**config.mk**
```make
export PLATFORM = sky130hd
export DESIGN_NAME = serial_add_sub
export DESIGN_NICKNAME = d
export VERILOG_FILES = /design/src/rtl/serial_add_sub.sv
export SDC_FILE = /design/constraint.sdc
export NUM_CORES = 1
export LEC_CHECK = 0
export CAP_MARGIN = 20
export CORE_MARGIN = 2
export CORE_UTILIZATION = 29
export CTS_CLUSTER_SIZE = 30
export DETAILED_ROUTE_END_ITERATION = 7
export GPL_TIMING_DRIVEN = 1
export HOLD_SLACK_MARGIN = 0.1
export PLACE_DENSITY = 0.52
export SETUP_SLACK_MARGIN = 0.5
export SYNTH_ARGS = -nofsm -noshare
export SYNTH_HDL_FRONTEND = slang
export SYNTH_SLANG_ARGS = --single-unit
```
**constraint.sdc**
```tcl
create_clock -name clk -period 1.3 [get_ports clk]
set_input_delay 0.26 -clock clk [delete_from_list [all_inputs] [get_ports clk]]
set_output_delay 0.26 -clock clk [all_outputs]
set_load 0.05 [all_outputs]
```
**src/rtl/serial_add_sub.sv**
```systemverilog
// serial_add_sub: bit-serial adder/subtractor, one full-adder slice per clock, LSB first.
module serial_add_sub #(
  parameter int WIDTH = 8
) (
  input  logic             clk,
  input  logic             rst_n,
  input  logic             start,
  input  logic [WIDTH-1:0] a,
  input  logic [WIDTH-1:0] b,
  input  logic             m,
  output logic             busy,
  output logic             done,
  output logic [WIDTH-1:0] result,
  output logic             carry_out,
  output logic             overflow
);
  localparam int CW = $clog2(WIDTH);
  typedef enum logic [1:0] {IDLE, RUN, DONE} state_t;
  state_t           state_q;
  logic [WIDTH-1:0] a_q, b_q, sum_q, result_q;
  logic [CW-1:0]    cnt_q;
  logic             c_q, busy_q, done_q, co_q, ov_q;
  logic             s_d, c_d, last_d;
  logic [WIDTH-1:0] sum_d;
  always_comb begin
    s_d    = a_q[0] ^ b_q[0] ^ c_q;
    c_d    = (a_q[0] & b_q[0]) | (c_q & (a_q[0] ^ b_q[0]));
    sum_d  = {s_d, sum_q[WIDTH-1:1]};
    last_d = cnt_q == CW'(WIDTH - 1);
  end
  // subtraction is a + ~b + 1: b is inverted on capture and the carry seeded with m
  always_ff @(posedge clk) begin
    if (!rst_n) begin
      state_q  <= IDLE;
      a_q      <= '0;
      b_q      <= '0;
      sum_q    <= '0;
      result_q <= '0;
      cnt_q    <= '0;
      c_q      <= 1'b0;
      busy_q   <= 1'b0;
      done_q   <= 1'b0;
      co_q     <= 1'b0;
      ov_q     <= 1'b0;
    end else begin
      case (state_q)
        RUN: begin
          a_q   <= a_q >> 1;
          b_q   <= b_q >> 1;
          c_q   <= c_d;
          sum_q <= sum_d;
          cnt_q <= cnt_q + 1'b1;
          if (last_d) begin
            state_q  <= DONE;
            busy_q   <= 1'b0;
            done_q   <= 1'b1;
            result_q <= sum_d;
            co_q     <= c_d;
            ov_q     <= c_q ^ c_d;
          end
        end
        default: begin
          done_q <= 1'b0;
          if (start) begin
            state_q <= RUN;
            busy_q  <= 1'b1;
            a_q     <= a;
            b_q     <= b ^ {WIDTH{m}};
            c_q     <= m;
            cnt_q   <= '0;
          end else begin
            state_q <= IDLE;
          end
        end
      endcase
    end
  end
  assign busy      = busy_q;
  assign done      = done_q;
  assign result    = result_q;
  assign carry_out = co_q;
  assign overflow  = ov_q;
endmodule

```
**Yosys cells after proc, flatten, opt, wreduce, memory -nomap -nowiden**

Index checks and enable logic that the tools add are counted.

- Bits in registers: 42
- Word-level logic and storage cells: 44
- Bits of input ports: 20

- Eq/ne operators: 3
- Multiplexer cells: 14
- Reduce and logical (&&, ||, !) cells: 5
- $add $sub $neg: 1
- Bitwise gates (word level): 8

Operator list:

| operator | number |
|---|---|
| 7-bit 2-to-1 mux | 4 |
| 8-bit XOR | 1 |
| 1-bit 2-to-1 mux | 6 |
| 3-bit 2-to-1 mux | 2 |
| 2-bit AND reduction | 3 |
| 2-bit 2-to-1 mux | 2 |
| 3-bit by 1-bit adder with 3-bit output, second input constant | 1 |
| 3-bit == test, second input constant | 1 |
| 1-bit XOR | 3 |
| 1-bit AND | 2 |
| 2-bit by 1-bit == test with 1-bit output, second input constant | 1 |
| 2-bit != test, second input constant | 1 |
| 2-bit nonzero test | 1 |
| 2-bit OR reduction | 1 |
| 1-bit inverter | 1 |
| 1-bit OR | 1 |

**Longest topological paths before layout**

Gate-level depths: netlist (run 1).

- Word-level depth: 4
- Gate-level depth with buffers: 5
- Mapped depth without buffers: 5

**Least setup slack after synthesis (run 1)**

Ideal clock, no wire load.

- Kind: register -> register
- Start point: reg cnt_q[0]
- End point: reg ov_q, in the netlist overflow
- Clock period less this slack: 1.278 ns
- Cell stages (with the launch flop): 6
- Data required time: 1.227 ns
- Path slack: 0.022 ns
- Arrival: 1.206 ns
- Cell sequence: dfxtp_1 -> ha_1 -> ha_1 -> buf_1 -> a21oi_1 -> nor3b_2

- Cells in the longest elaborated chain, start to end: 2

RTL lines:

| item | line | source |
|---|---|---|
| start, declared | 21 | `logic [CW-1:0] cnt_q;` |
| start signal, assigned | 52 | `cnt_q <= cnt_q + 1'b1;` |
| 3-bit == test | 29 | `last_d = cnt_q == CW'(WIDTH - 1);` |
| 2-bit AND reduction (no line) | - |  |
| end signal, assigned | 59 | `ov_q <= c_q ^ c_d;` |
| end, declared | 22 | `logic c_q, busy_q, done_q, co_q, ov_q;` |

Every way passes these cells.
A chain may end at the register's enable or synchronous reset.

**Worst setup path in the final report (run 1)**

- Start point: reg b_q[0]
- End point: reg ov_q, in the netlist overflow

- Cells in the longest elaborated chain, start to end: 4

RTL lines:

| item | line | source |
|---|---|---|
| start, declared | 20 | `logic [WIDTH-1:0] a_q, b_q, sum_q, result_q;` |
| start signal, assigned | 49 | `b_q <= b_q >> 1;` |
| start signal, assigned | 68 | `b_q <= b ^ {WIDTH{m}};` |
| 1-bit XOR | 27 | `c_d = (a_q[0] & b_q[0]) \| (c_q & (a_q[0] ^ b_q[0]));` |
| 1-bit AND | 27 |  |
| 1-bit OR * | 27 |  |
| via c_d | 23 | `logic s_d, c_d, last_d;` |
| 1-bit XOR * | 59 |  |

Mark *: on every way through the listed nets, which the timed path passes. The rest lies on a longest branch.

==> reports/qor.yml, run 1 <==
critical_path:
  critical_path.n_buffers_inverters: 0
  crit_path_end_kind: "register"
  worst_path_max_stage_delay_ps: 400
  critPathArrivalTime_ps: 1380
  required_ps: 1480
  worstPathMaxFanout: 3
  path_cells: "fa_2, xor2_1, nor2_1, nor3b_2"
  crit_type: "register to register"
  cpMaxStageDelayCell: "sky130_fd_sc_hd__fa_2"
  timing.critical_path.from_type: "register"
  timing.critical_path.max_delay_family: "adder cells"
route:
  avgRoutedWirePerCell_um: 14.0
  route.vias.total: 1596
  antenna_violating_nets_post_route: 0
  route.detailed.drc: 0
  detail_route.wirelength_um: 4690
  drt_pass1_iterations: 4
  routed_via_density: 4.75
  drt_iter0_drc: 29
grt:
  grt_overflow_total: 0
  initial_antenna_violation_count: 0
  grtUsageTotal_pct: 14.0
  grt_pass1_wl_um: 7880
  number_of_global_route_vias_before_repair: 1651
  grt_start_max_net_pins: 25
timing:
  timing.slew.headroom_pct: 84.3
  layout_setup_ws_ps: 105
  slew_viol_final: 0
  period_share_pct: 91.9
  clock-skew-final_ps: 2.63
  fmax_mhz: 837
  fin_crit_ps: 1200
  setup_viol: 0
  finalHoldViolCount: 0
  grt_setup_unrepaired: "true"
  worst-slew-pin-transition_ps: 236
clock_tree:
  max-clock-path-buffers: 2
  numClockSinks: 41
  clk_latency_ps: 290
  tritoncts.num_buffers: 5
  h_tree_depth_reported_by_cts: 2
  clkSlewWorstSetupHoldPaths_ps: 80
  root_buffer: "sky130_fd_sc_hd__clkbuf_8"
  tritoncts_clock_tree: "done"
synth:
  synth_compound_gate_area_share_pct: 19.1
  post_synth_and_or_nand_nor_area_fraction_pct: 18.4
  synth_flop_cell: "sky130_fd_sc_hd__dfxtp_1"
  post_synth_inst_count: 198
  syn-cell-area_mm2: 0.00185
  synthesis.yosys.warnings: 0
  yosys.cell_types.count: 31
  synth.ff_latch_count: 41
  synth_mux_area_share_pct: 5.42
  asyncSetResetFlopFracSynth_pct: 0
  combinational_family_with_the_most_area_after_synthesis: "compound AO/OA/AOI/OAI gates"
  avgSynthCellArea_um2: 9.32
  synth_xor_area_share_pct: 4.27
  edff_count_synth: 0
  synthAdderAreaFrac_pct: 3.12
  synth.net_count: 222
  yosysSeqAreaShare_pct: 44.5
placement:
  port_buffers: 31
  dp.cells: 301
  placement.cell_area_mm2: 0.00256
  finalWeightedCongestion: 0.690
  dp.final_hpwl_um: 2360
  setup_slack_placement_ps: -161
power_and_ir_drop:
  vdd.ir_drop.worst_mv: 0.527
  internal-power_uw: 2240
  power.combinational.fraction_pct: 17.7
  power.net_switching_uw: 703
  net_switching_share_of_the_total_power_pct: 23.9
  power_density_mw_per_mm2: 919
  seq_power_share_pct: 46.0
  clock_power_share_pct: 36.2
  p_leak_uw: 0.00137
floorplan:
  chipWidth_um: 83.8
  die_height_um: 83.8
  coreArea_mm2: 0.00624
  start_util_pct: 29.6
  ios: 32
  num_rows: 29
  die_area_mm2: 0.00702
final_layout:
  multi_input_area_mm2: 0.00125
  n_antenna_cell: 0
  finalNetCount: 282
  num-fill-cells: 592
  most-common-layout-cells: "sky130_fd_sc_hd__nand2_1, sky130_fd_sc_hd__dfxtp_1, sky130_fd_sc_hd__dfxtp_2, sky130_fd_sc_hd__clkdlybuf4s50_1, sky130_fd_sc_hd__buf_12"
  drive_above_1_share_pct: 45.2
  finish.cell_count_without_fillers: 336
  post-route-cell-area_mm2: 0.00320
  seqCellArea_um2: 848
  synthToLayoutAreaGrowth_pct: 73.3
  most_common_cell_after_layout_fill_and_taps_aside: "sky130_fd_sc_hd__nand2_1"
  final_core_utilization_pct: 51.2
run_status:
  status: "completed"
run:
  maxCapViolations: 0
hold_path:
  min_path_type: "register to register"
-- metal layers --
layer	up-vias	share of wire (%)	global-route usage, %
li1	812	-	-
met1	749	46	17.0
met2	30	50	24.7
met3	5	2.9	2.77
met4	0	1.1	4.84
met5	-	0	0
-- final cells by class --
class	instances	share of cell area, %
clock buffer	7	2.70
clock inverter	1	0.939
inverter	1	0.117
multi-input combinational	145	39.0
sequential	41	26.5
tap	77	3.01
timing repair buffer	64	27.7
-- power groups by stage --
stage	Sequential, uW	Combinational, uW	Clock (uW)
final	1350	521	1070
after global routing	1360	560	1150
after CTS	1350	491	1100
after detailed placement	1380	373	0
after global placement	1380	371	0
after floorplan	1380	250	0
-- through the flow --
step	hold slack, ps	setup TNS, ps	total power, uW
finish	472	0	2940
global route	496	0	3070
CTS	473	0	2940
detailed placement	455	-2370	1760
global placement	453	-2240	1750
floorplan	423	0	1630
-- synth_stat cells (2+ instances only) --
library cell	number	area [um^2]
sky130_fd_sc_hd__and2_1	5	31.3
sky130_fd_sc_hd__mux2i_1	10	100
sky130_fd_sc_hd__buf_4	5	37.5
sky130_fd_sc_hd__o21ai_1	5	25.0
sky130_fd_sc_hd__nor3b_2	2	25.0
sky130_fd_sc_hd__buf_2	8	40.0
sky130_fd_sc_hd__nand3b_1	2	15.0
sky130_fd_sc_hd__o211ai_1	7	52.6
sky130_fd_sc_hd__a21oi_1	2	10.0
sky130_fd_sc_hd__and2_0	2	12.5
sky130_fd_sc_hd__nand2_1	34	128
sky130_fd_sc_hd__dfxtp_1	41	821
sky130_fd_sc_hd__o211a_1	9	90.1
sky130_fd_sc_hd__nand3_1	15	75.1
sky130_fd_sc_hd__xnor2_1	8	70.1
sky130_fd_sc_hd__ha_1	3	37.5
sky130_fd_sc_hd__nor2_1	4	15.0
sky130_fd_sc_hd__a21boi_1	18	135
sky130_fd_sc_hd__clkbuf_1	3	11.3
sky130_fd_sc_hd__o21ai_0	4	20.0
-- tightest hold or removal path: stages (launching register included) --
cell	delay, ps
sky130_fd_sc_hd__dfxtp_1	320
sky130_fd_sc_hd__nand3_2	60
sky130_fd_sc_hd__o21ai_1	50
-- repair_timing --
action,in CTS,in global routing
hold buffers,0,0
buffers inserted,11,5
endpoints found under the setup margin,53,53
pin swaps,22,18
gates resized for setup,29,25
cloned,10,1
-- cells by family after synthesis --
kind of cell / after synthesis
flops: 41
xor+xnor: 9
buf+inv: 18
compound gates: 47
mux: 10
simple gates: 69
fa+ha+maj: 4
-- flip-flops by register name, summed over array words and instances (netlist names) --
name       flops
a_q            8
b_q            8
result         8
sum_q          7
cnt_q          3
state_q        2
busy           1
c_q            1
carry_out      1
done           1
overflow       1
-- final timing paths --
| kind | startpoint | end | slack (ps) | cells past startpoint |
|---|---|---|---|---|
| setup / recovery | b_q[0] | overflow | 100 | 4 |
| hold / removal | b_q[4] | b_q[3] | 470 | 2 |
| setup reg to reg | b_q[0] | overflow | 100 | 4 |
| hold reg to reg | b_q[4] | b_q[3] | 470 | 2 |
No activity file was read; power rests on OpenSTA's default activity.
==> run 2: changes to the inputs <==
CAP_MARGIN = 10   (was 20)
CTS_BUF_LIST = sky130_fd_sc_hd__clkbuf_8   (was not set)
==> run 2 against run 1 <==
Compared with the run above: via count about the same; flip-flop and latch count unchanged; hold slack unchanged; highest routed layer unchanged; global-route usage unchanged; sequential power about the same; non-clock buffer count unchanged; clock-buffer cell count down 1; critical endpoint unchanged.
==> reports/qor.yml, run 2 (same netlist as run 1, synthesis figures left out) <==
critical_path:
  timing.rr.start: "b_q[0]"
  cpMaxStageDelayCell: "sky130_fd_sc_hd__fa_2"
  worstRegToRegCells: 4  # unchanged
  worstSetupStartpoint: "b_q[0]"
  timing.critical_path.from_type: "register"
  critPathArrivalTime_ps: 1380  # about the same
  crit_type: "register to register"
  required_ps: 1480  # about the same
  worst_path_max_stage_delay_ps: 400  # about the same
  path_cells: "fa_2, xor2_1, nor2_1, nor3b_2"
  timing.critical_path.to: "overflow"
  crit_path_end_kind: "register"
  worstPathMaxFanout: 3  # unchanged
  reg2reg_slack_ps: 110  # about the same
  r2r-end: "overflow"
placement:
  dp.final_hpwl_um: 2360  # unchanged
  setup_slack_placement_ps: -161  # unchanged
  port_buffers: 31  # unchanged
  finalWeightedCongestion: 0.690  # unchanged
final_layout:
  finalNetCount: 282  # unchanged
  drive_above_1_share_pct: 45.2  # unchanged
  synthToLayoutAreaGrowth_pct: 73.3  # unchanged
  multi_input_area_mm2: 0.00125  # unchanged
  final_core_utilization_pct: 51.2  # unchanged
  seqCellArea_um2: 848  # unchanged
  n_antenna_cell: 0  # unchanged
  most-common-layout-cells: "sky130_fd_sc_hd__nand2_1, sky130_fd_sc_hd__dfxtp_1, sky130_fd_sc_hd__dfxtp_2, sky130_fd_sc_hd__clkdlybuf4s50_1, sky130_fd_sc_hd__buf_12"
  num-fill-cells: 592  # unchanged
  most_common_cell_after_layout_fill_and_taps_aside: "sky130_fd_sc_hd__nand2_1"
grt:
  number_of_global_route_vias_before_repair: 1651  # unchanged
  grt_overflow_total: 0  # unchanged
  grt_start_max_net_pins: 25  # unchanged
  initial_antenna_violation_count: 0  # unchanged
  grt_pass1_wl_um: 7880  # unchanged
  grtUsageTotal_pct: 14.0  # unchanged
clock_tree:
  clkSlewWorstSetupHoldPaths_ps: 80  # about the same
  tritoncts.num_buffers: 5  # unchanged
  numClockSinks: 41  # unchanged
  h_tree_depth_reported_by_cts: 2  # unchanged
  ctsHoldBuffers: 0  # unchanged
  clk_latency_ps: 290  # about the same
  max-clock-path-buffers: 2  # unchanged
  tritoncts_clock_tree: "done"
  root_buffer: "sky130_fd_sc_hd__clkbuf_8"
timing:
  fmax_mhz: 839  # +0.23%
  worst-slew-pin-transition_ps: 236  # +0.000238 ps
  slew_viol_final: 0  # unchanged
  period_share_pct: 91.7  # -0.21 points
  clock-skew-final_ps: 2.66  # +0.0280 ps
  setup_viol: 0  # unchanged
  setup_total_negative_slack_ps: 0  # unchanged
  grt_setup_unrepaired: "true"
  finalHoldViolCount: 0  # unchanged
  timing.slew.headroom_pct: 84.3  # unchanged
  fin_crit_ps: 1190  # -2.71 ps
  layout_setup_ws_ps: 108  # +2.71 ps
  hold_slack_ps: 472  # unchanged
power_and_ir_drop:
  p_leak_uw: 0.00137  # +0.30%
  vdd.ir_drop.worst_mv: 0.527  # about the same
  power_density_mw_per_mm2: 917  # -0.22%
  report.power.total_uw: 2930  # -0.22%
route:
  drt_pass1_iterations: 4  # unchanged
  route.detailed.drc: 0  # unchanged
  route.vias.total: 1595  # -0.063%
  avgRoutedWirePerCell_um: 14.0  # about the same
  drt_iter0_drc: 29  # unchanged
  antenna_violating_nets_post_route: 0  # unchanged
  routed_via_density: 4.75  # about the same
  detail_route.wirelength_um: 4690  # about the same
run_status:
  status: "completed"
floorplan:
  num_rows: 29  # unchanged
  chipWidth_um: 83.8  # unchanged
  die_area_mm2: 0.00702  # unchanged
  start_util_pct: 29.6  # unchanged
  die_height_um: 83.8  # unchanged
  coreArea_mm2: 0.00624  # unchanged
  ios: 32  # unchanged
run:
  maxCapViolations: 0  # unchanged
hold_path:
  min_path_type: "register to register"
-- run 2: how the worst min path moves through the flow --
stage / depth (start not counted) / slack (ps) / startpoint / to
after floorplan: 2 / 420 / a[7] / a_q[7]
final: 2 / 470 / b_q[4] / b_q[3]
after detailed placement: 2 / 450 / b_q[4] / b_q[3]
after CTS: 2 / 470 / b_q[4] / b_q[3]
after global placement: 2 / 450 / sum_q[1] / result[0]
after global routing: 2 / 500 / result[7] / result[7]
-- run 2: where the power goes --
group | internal [uW] | leakage (uW) | switching [uW]
Clock | 619 | 0.0000626 | 441
Combinational | 300 | 0.000963 | 221
Sequential | 1310 | 0.000344 | 43.1
-- run 2: through the flow --
step | std cells | cell area [um^2]
after detailed placement | 301 | 2560
after CTS | 330 | 3030
after floorplan | 198 | 2020
final | 336 | 3200
after global routing | 336 | 3200
after global placement | 301 | 2560
-- run 2: layer usage --
metal	up-vias	wire length [um]	GRT usage, %
li1	811	-	-
met1	748	2150	17.0
met2	31	2350	24.7
met3	5	145	2.77
met4	0	52	4.84
met5	-	0	0
-- run 2: critical path, delay by kind of cell, from the launching register on --
kind                       cells  cell delay (ps)
adders and majority gates      1              400
and+or+nand+nor                2              200
xor gates and xnor gates       1              150
DFF                            1              340
-- run 2: final cells by class --
class                      instances  share of cell area, %
sequential                        41                   26.5
timing repair buffer              64                   27.7
inverter                           1                  0.117
clock buffer                       6                   2.58
multi-input combinational        145                   39.0
clock inverter                     2                   1.06
tap                               77                   3.01
-- run 2: timing repair --
item,4_1_cts,5_1_grt
gates resized for setup,29,25
cloned,10,1
buffers inserted,11,5
pin swaps,22,18
setup endpoints to repair,53,53
==> run 3: changes to the inputs <==
ABC_CLOCK_PERIOD_IN_PS = 1300   (was not set)
==> results of run 3 <==
No change in the layout: final DEF, timing and power equal those of run 2.
